File: src/rtl/rr_reg_write_arbiter_if.sv
// Bus between the write agents and the shared-register arbiter.
// Requester i drives req[i], lock[i] and wdata[i]. The arbiter returns the
// grant and ack vectors, the register contents, the owner index and busy.
interface rr_reg_write_arbiter_if #(
  parameter int N_REQ = 4,
  parameter int WIDTH = 8
);
  localparam int PW = (N_REQ > 1) ? $clog2(N_REQ) : 1;

  logic [N_REQ-1:0]            req;
  logic [N_REQ-1:0]            lock;
  logic [N_REQ-1:0][WIDTH-1:0] wdata;
  logic [N_REQ-1:0]            gnt;
  logic [N_REQ-1:0]            ack;
  logic [WIDTH-1:0]            q;
  logic [PW-1:0]               owner;
  logic                        busy;

  modport master (output req, lock, wdata, input gnt, ack, q, owner, busy);
  modport slave  (input req, lock, wdata, output gnt, ack, q, owner, busy);
endinterface

File: src/rtl/rr_reg_write_arbiter.sv
// Round-robin arbiter that gives one requester at a time write ownership of
// a shared WIDTH-bit register. A locked owner may write on back-to-back
// cycles, but it is released after MAX_HOLD writes so that the others get a turn.

// Per-lane grant and ack next-state logic.
module rr_reg_write_lane #(
  parameter int PW   = 2,
  parameter int LANE = 0
) (
  input  logic          take_gnt,
  input  logic          release_own,
  input  logic          wr_en,
  input  logic [PW-1:0] sel_idx,
  input  logic [PW-1:0] owner,
  input  logic          gnt_q_i,
  output logic          gnt_d_o,
  output logic          ack_d_o
);
  // Grant is set on arbitration and cleared on release. Ack pulses on a commit.
  always_comb begin
    gnt_d_o = gnt_q_i;
    if (take_gnt)         gnt_d_o = (sel_idx == PW'(LANE));
    else if (release_own) gnt_d_o = 1'b0;
    ack_d_o = wr_en && (owner == PW'(LANE));
  end
endmodule

module rr_reg_write_arbiter #(
  parameter int N_REQ    = 4,
  parameter int WIDTH    = 8,
  parameter int MAX_HOLD = 4
) (
  input  logic                 clk,
  input  logic                 reset,
  rr_reg_write_arbiter_if.slave bus
);
  localparam int PW = (N_REQ > 1) ? $clog2(N_REQ) : 1;
  localparam int HW = $clog2(MAX_HOLD + 1);

  typedef enum logic {IDLE = 1'b0, OWNED = 1'b1} state_e;

  state_e            state_q, state_d;
  logic [N_REQ-1:0]  gnt_q, gnt_d;
  logic [N_REQ-1:0]  ack_q, ack_d;
  logic [WIDTH-1:0]  q_q, q_d;
  logic [PW-1:0]     owner_q, owner_d;
  logic [PW-1:0]     rr_ptr_q, rr_ptr_d;
  logic [HW-1:0]     hold_cnt_q, hold_cnt_d;

  logic              sel_found;
  logic [PW-1:0]     sel_idx;
  logic              wr_en;
  logic              keep;
  logic              take_gnt;
  logic              release_own;

  // Pick the first requester at or after rr_ptr, wrapping modulo N_REQ.
  always_comb begin
    int            idx;
    logic [PW-1:0] idx_v;
    sel_found = 1'b0;
    sel_idx   = '0;
    idx       = 0;
    idx_v     = '0;
    for (int k = 0; k < N_REQ; k++) begin
      idx   = (int'(rr_ptr_q) + k) % N_REQ;
      idx_v = PW'(idx);
      if (!sel_found && bus.req[idx_v]) begin
        sel_found = 1'b1;
        sel_idx   = idx_v;
      end
    end
  end

  // Owner-side decisions. Requests and locks from non-owners are never looked at here.
  always_comb begin
    wr_en       = (state_q == OWNED) && bus.req[owner_q];
    keep        = wr_en && bus.lock[owner_q] && ((int'(hold_cnt_q) + 1) < MAX_HOLD);
    take_gnt    = (state_q == IDLE) && sel_found;
    release_own = (state_q == OWNED) && !keep;
  end

  // State register and all datapath flops.
  always_ff @(posedge clk) begin
    if (reset) begin
      state_q    <= IDLE;
      gnt_q      <= '0;
      ack_q      <= '0;
      q_q        <= '0;
      owner_q    <= '0;
      rr_ptr_q   <= '0;
      hold_cnt_q <= '0;
    end else begin
      state_q    <= state_d;
      gnt_q      <= gnt_d;
      ack_q      <= ack_d;
      q_q        <= q_d;
      owner_q    <= owner_d;
      rr_ptr_q   <= rr_ptr_d;
      hold_cnt_q <= hold_cnt_d;
    end
  end

  // Next state. A release always passes through IDLE, so a new grant comes one edge later.
  always_comb begin
    state_d = state_q;
    case (state_q)
      IDLE:    if (take_gnt) state_d = OWNED;
      OWNED:   if (!keep)    state_d = IDLE;
      default: state_d = IDLE;
    endcase
  end

  // Register write, owner tracking, hold counter and rotation pointer.
  always_comb begin
    q_d        = q_q;
    owner_d    = owner_q;
    rr_ptr_d   = rr_ptr_q;
    hold_cnt_d = hold_cnt_q;
    if (take_gnt) begin
      owner_d    = sel_idx;
      hold_cnt_d = '0;
    end
    if (wr_en) begin
      q_d        = bus.wdata[owner_q];
      hold_cnt_d = hold_cnt_q + HW'(1);
    end
    if (release_own)
      rr_ptr_d = (owner_q == PW'(N_REQ - 1)) ? '0 : owner_q + PW'(1);
  end

  // Grant and ack bits, one lane instance per requester.
  for (genvar i = 0; i < N_REQ; i++) begin : g_lane
    rr_reg_write_lane #(.PW(PW), .LANE(i)) u_lane (
      .take_gnt    (take_gnt),
      .release_own (release_own),
      .wr_en       (wr_en),
      .sel_idx     (sel_idx),
      .owner       (owner_q),
      .gnt_q_i     (gnt_q[i]),
      .gnt_d_o     (gnt_d[i]),
      .ack_d_o     (ack_d[i])
    );
  end

  assign bus.gnt   = gnt_q;
  assign bus.ack   = ack_q;
  assign bus.q     = q_q;
  assign bus.owner = owner_q;
  assign bus.busy  = (state_q == OWNED);
endmodule

File: src/flat_wrapper.sv
// flat-port wrapper written by rule: the top's interface ports become plain ports
module rr_reg_write_arbiter_flat 
#(
  parameter int N_REQ    = 4,
  parameter int WIDTH    = 8,
  parameter int MAX_HOLD = 4
)
  (clk, reset, bus_req, bus_lock, bus_wdata, bus_gnt, bus_ack, bus_q, bus_owner, bus_busy);
  rr_reg_write_arbiter_if #(.N_REQ(N_REQ), .WIDTH(WIDTH)) bus_i ();
  input  logic clk;
  input  logic reset;
  input wire logic [$bits(bus_i.req)-1:0] bus_req;
  input wire logic [$bits(bus_i.lock)-1:0] bus_lock;
  input wire logic [$bits(bus_i.wdata)-1:0] bus_wdata;
  output wire logic [$bits(bus_i.gnt)-1:0] bus_gnt;
  output wire logic [$bits(bus_i.ack)-1:0] bus_ack;
  output wire logic [$bits(bus_i.q)-1:0] bus_q;
  output wire logic [$bits(bus_i.owner)-1:0] bus_owner;
  output wire logic [$bits(bus_i.busy)-1:0] bus_busy;
  assign bus_i.req = bus_req;
  assign bus_i.lock = bus_lock;
  assign bus_i.wdata = bus_wdata;
  assign bus_gnt = bus_i.gnt;
  assign bus_ack = bus_i.ack;
  assign bus_q = bus_i.q;
  assign bus_owner = bus_i.owner;
  assign bus_busy = bus_i.busy;
  rr_reg_write_arbiter #(.N_REQ(N_REQ), .WIDTH(WIDTH), .MAX_HOLD(MAX_HOLD)) u_core (.clk(clk), .reset(reset), .bus(bus_i));
endmodule
File: config.mk
export PLATFORM = sky130hd
export DESIGN_NAME = rr_reg_write_arbiter_flat
export DESIGN_NICKNAME = d
export VERILOG_FILES = /design/src/rtl/rr_reg_write_arbiter_if.sv /design/src/rtl/rr_reg_write_arbiter.sv /design/src/flat_wrapper.sv
export SDC_FILE = /design/constraint.sdc
export NUM_CORES = 1
export LEC_CHECK = 0
export CAP_MARGIN = 40
export CORE_MARGIN = 8
export CORE_UTILIZATION = 35
export DETAILED_ROUTE_END_ITERATION = 16
export GPL_TIMING_DRIVEN = 0
export PLACE_DENSITY = 0.72
export SLEW_MARGIN = 20
export SYNTH_ARGS = -nofsm -noshare
export SYNTH_HDL_FRONTEND = slang
export SYNTH_SLANG_ARGS = --single-unit
File: constraint.sdc
create_clock -name clk -period 3.7 [get_ports clk]
set_input_delay 1.11 -clock clk [delete_from_list [all_inputs] [get_ports clk]]
set_output_delay 1.11 -clock clk [all_outputs]
set_load 0.01 [all_outputs]
==> flow_summary.yaml <==
status:
  status: "completed"
setup_path:
  cp_data_arrival_time_ns: 1.43
  r2r_cells: 4
  setup.worst_path.start_class: "register"
  critical_path_peak_fanout: 7
  r2r_start: "u_core.bus.owner[0]"
  worst-path-stages: 1
  worst_path_dominant_cell_family: "buffers and inverters"
  worstSetupStartpoint: "u_core.bus.owner[0]"
  timing.critical_path.slowest_cell_delay_ns: 0.61
  timing.critical_path.slowest_stage_cell: "sky130_fd_sc_hd__clkdlybuf4s50_1"
  crit_type: "register to output port"
  timing.critical_path.to_type: "output port"
  critPathBufInv: 1
  cp.required_ns: 2.59
  crit_chain: "clkdlybuf4s50_1"
die:
  core_um2: 3630
  initial_core_util_pct: 36.0
  num_io_pins: 61
  die_w_um: 77.2
  core.rowCount: 22
  die_height_um: 77.2
  die_area_um2: 5950
synth:
  synth.yosys.seq_area_share_pct: 36.7
  syn_avg_cell_area_um2: 9.22
  ys_types: 29
  synth_area_um2: 1310
  synth-warning-count: 0
  syn_nets: 189
  synth.ff_latch_count: 24
  cell_count_after_synthesis: 142
clock_network:
  cts_buffers: 3
  tritoncts_clock_tree: "done"
  clock-root-buffer: "sky130_fd_sc_hd__clkbuf_8"
  path_clk_slew_ns: 0.08
  postCtsSetupRepairBufs: 0
  ctsLongestPathBuffers: 2
  hold_fix_buffer_count_after_cts: 0
  cts_repair_resize_count: 0
  htreeDepth: 1
  clk_latency_ns: 0.27
  clock_sinks: 24
placement:
  hpwlAfterDp_mm: 3.02
  globalplace.congestion: 0.703
  buffer_ports.inserted: 59
  place_worst_setup_slack_ns: 0.910
power:
  ir_drop_v: 0.000237
  p_leak_nw: 0.742
  pwr_density_cell_nw_per_um2: 322
sta:
  setup_viol_count_final: 0
  final_period_minus_worst_setup_slack_ns: 2.54
  postLayoutSetupSlackWorst_ns: 1.16
  finalSetupTns_ns: 0
  timing.slew.headroom_pct: 60.2
  grt_setup_unrepaired: "false"
  timing_hold_violations_final: 0
  final.setup_skew_ns: 0.000591
  finalMaxSlewViolations: 0
  clock.fmax_mhz: 394
  tightest_slew_ns: 0.598
  fin_crit_sh_pct: 68.5
global_routing:
  total_gr_overflow: 0
  antenna_found_initial: 0
  grt_use_total_pct: 12.3
  grt_max_degree: 14
  grt_pass1_wl_mm: 5.93
  first_global_vias: 1230
finish:
  post_layout_nets: 253
  antenna_cells: 0
  post_route_cells_drive_above_1_share_pct: 12.7
  flow.area_growth_from_synthesis_pct: 53.9
worst_hold_path:
  hp-start: "u_core.bus.q[4]"
  min_path_type: "register to register"
  worstHoldPathCells: 2
detailed_routing:
  drtAntennaViolNets: 0
  drt_pass1_iterations: 4
  drc: 0
  post_drt_wl_per_cell_um: 14.9
  routed_wl_mm: 3.76
  drt-vias-per-instance: 4.72
  vias: 1195
  drt-initial-drc-count: 49
flow_run:
  maximum_capacitance_violations: 0
[cell families after synthesis]
logic type | share of synthesized area (%)
mux | 18.7
simple gates | 20.0
flops | 36.7
fa+ha+maj | 4.78
compound gates | 12.8
buf+inv | 6.98
[cells in the final DEF, fill, tap and decap left out, types with 3 or more instances in the layout]
cell type	instances
sky130_fd_sc_hd__and2_1	5
sky130_fd_sc_hd__mux4_2	10
sky130_fd_sc_hd__clkbuf_8	4
sky130_fd_sc_hd__dfxtp_1	24
sky130_fd_sc_hd__nor2_1	9
sky130_fd_sc_hd__nand2_1	28
sky130_fd_sc_hd__buf_4	4
sky130_fd_sc_hd__nand3b_1	3
sky130_fd_sc_hd__clkdlybuf4s50_1	59
sky130_fd_sc_hd__inv_1	6
sky130_fd_sc_hd__ha_1	5
sky130_fd_sc_hd__a21oi_1	23
sky130_fd_sc_hd__nand3_1	3
[routing by layer]
layer,up-vias,track usage [%],routed length (um)
li1,611,-,-
met1,547,13.5,1530
met2,28,21.8,2030
met3,9,3.15,123
met4,0,4.91,76
met5,-,0,0
[Yosys cell counts]
cell,number,area share [%]
sky130_fd_sc_hd__inv_1,6,1.7
sky130_fd_sc_hd__nor2_2,1,0.48
sky130_fd_sc_hd__o21ai_1,2,0.76
sky130_fd_sc_hd__clkbuf_1,2,0.57
sky130_fd_sc_hd__nand2_1,28,8.0
sky130_fd_sc_hd__ha_1,5,4.8
sky130_fd_sc_hd__buf_6,2,1.7
sky130_fd_sc_hd__or2_2,1,0.48
sky130_fd_sc_hd__or3_1,1,0.48
sky130_fd_sc_hd__a22o_1,1,0.67
sky130_fd_sc_hd__nand2b_1,1,0.48
sky130_fd_sc_hd__or2_1,1,0.48
sky130_fd_sc_hd__nand3b_1,3,1.7
sky130_fd_sc_hd__or2b_1,1,0.57
sky130_fd_sc_hd__nor2_1,9,2.6
sky130_fd_sc_hd__buf_2,1,0.38
sky130_fd_sc_hd__buf_4,4,2.3
sky130_fd_sc_hd__buf_1,1,0.29
sky130_fd_sc_hd__a21oi_1,23,8.8
sky130_fd_sc_hd__o21ai_0,1,0.38
sky130_fd_sc_hd__nand3_1,3,1.1
sky130_fd_sc_hd__and2_1,5,2.4
sky130_fd_sc_hd__dfxtp_1,24,37
sky130_fd_sc_hd__a31oi_4,1,1.6
sky130_fd_sc_hd__mux4_2,10,17
sky130_fd_sc_hd__nand2_2,1,0.48
sky130_fd_sc_hd__a211oi_1,1,0.57
sky130_fd_sc_hd__and2_4,1,0.67
sky130_fd_sc_hd__mux2i_1,2,1.5
[power by group]
group	leakage, nW	switching, mW	internal [mW]
registers	0.195	0.0128	0.273
logic	0.517	0.0740	0.109
clock network	0.0288	0.0840	0.0951
[through the flow]
| step | cell area (um2) | instances | hold WS (ns) | power (mW) | utilization (%) |
|---|---|---|---|---|---|
| after detailed placement | 1960 | 249 | 0.447 | 0.477 | 53.9 |
| after floorplan | 1310 | 142 | 0.432 | 0.387 | - |
| after CTS | 2010 | 253 | 0.459 | 0.658 | 55.4 |
| after global routing | 2010 | 253 | 0.477 | 0.683 | 55.4 |
| final | 2010 | 253 | 0.457 | 0.648 | 55.4 |
| after global placement | 1960 | 249 | 0.442 | 0.474 | 53.9 |
[registers in the layout, summed over array words and instances (netlist names)]
signal and cells:
u_core.bus.q 8, u_core.bus.ack 4, u_core.bus.gnt 4, u_core.hold_cnt_q 3, u_core.bus.owner 2, u_core.rr_ptr_q 2, u_core.bus.busy 1
[layout make-up]
type	count	area, um2
multi-input cells	102	737
inverters	6	22.5
repair buffers	59	591
well taps	48	60.1
plain buffers	10	68.8
clock buffers	4	55.1
flip-flops and latches	24	480
fillers	360	1620
[worst reg2reg max path: cells and delay by family (launching register included)]
kind	cells	cell delay, ns
AO/OA/AOI/OAI	1	0.21
flip-flops	1	0.54
AND/OR/NAND/NOR	1	0.05
multiplexers	2	0.82
[final timing paths]
check | endpoint | slack (ns)
hold reg to reg | u_core.bus.q[4] | 0.46
setup reg to reg | u_core.rr_ptr_q[1] | 1.96
hold / removal | u_core.bus.q[4] | 0.46
setup / recovery | bus_owner[0] | 1.16
(Power assumes the default switching activity.)
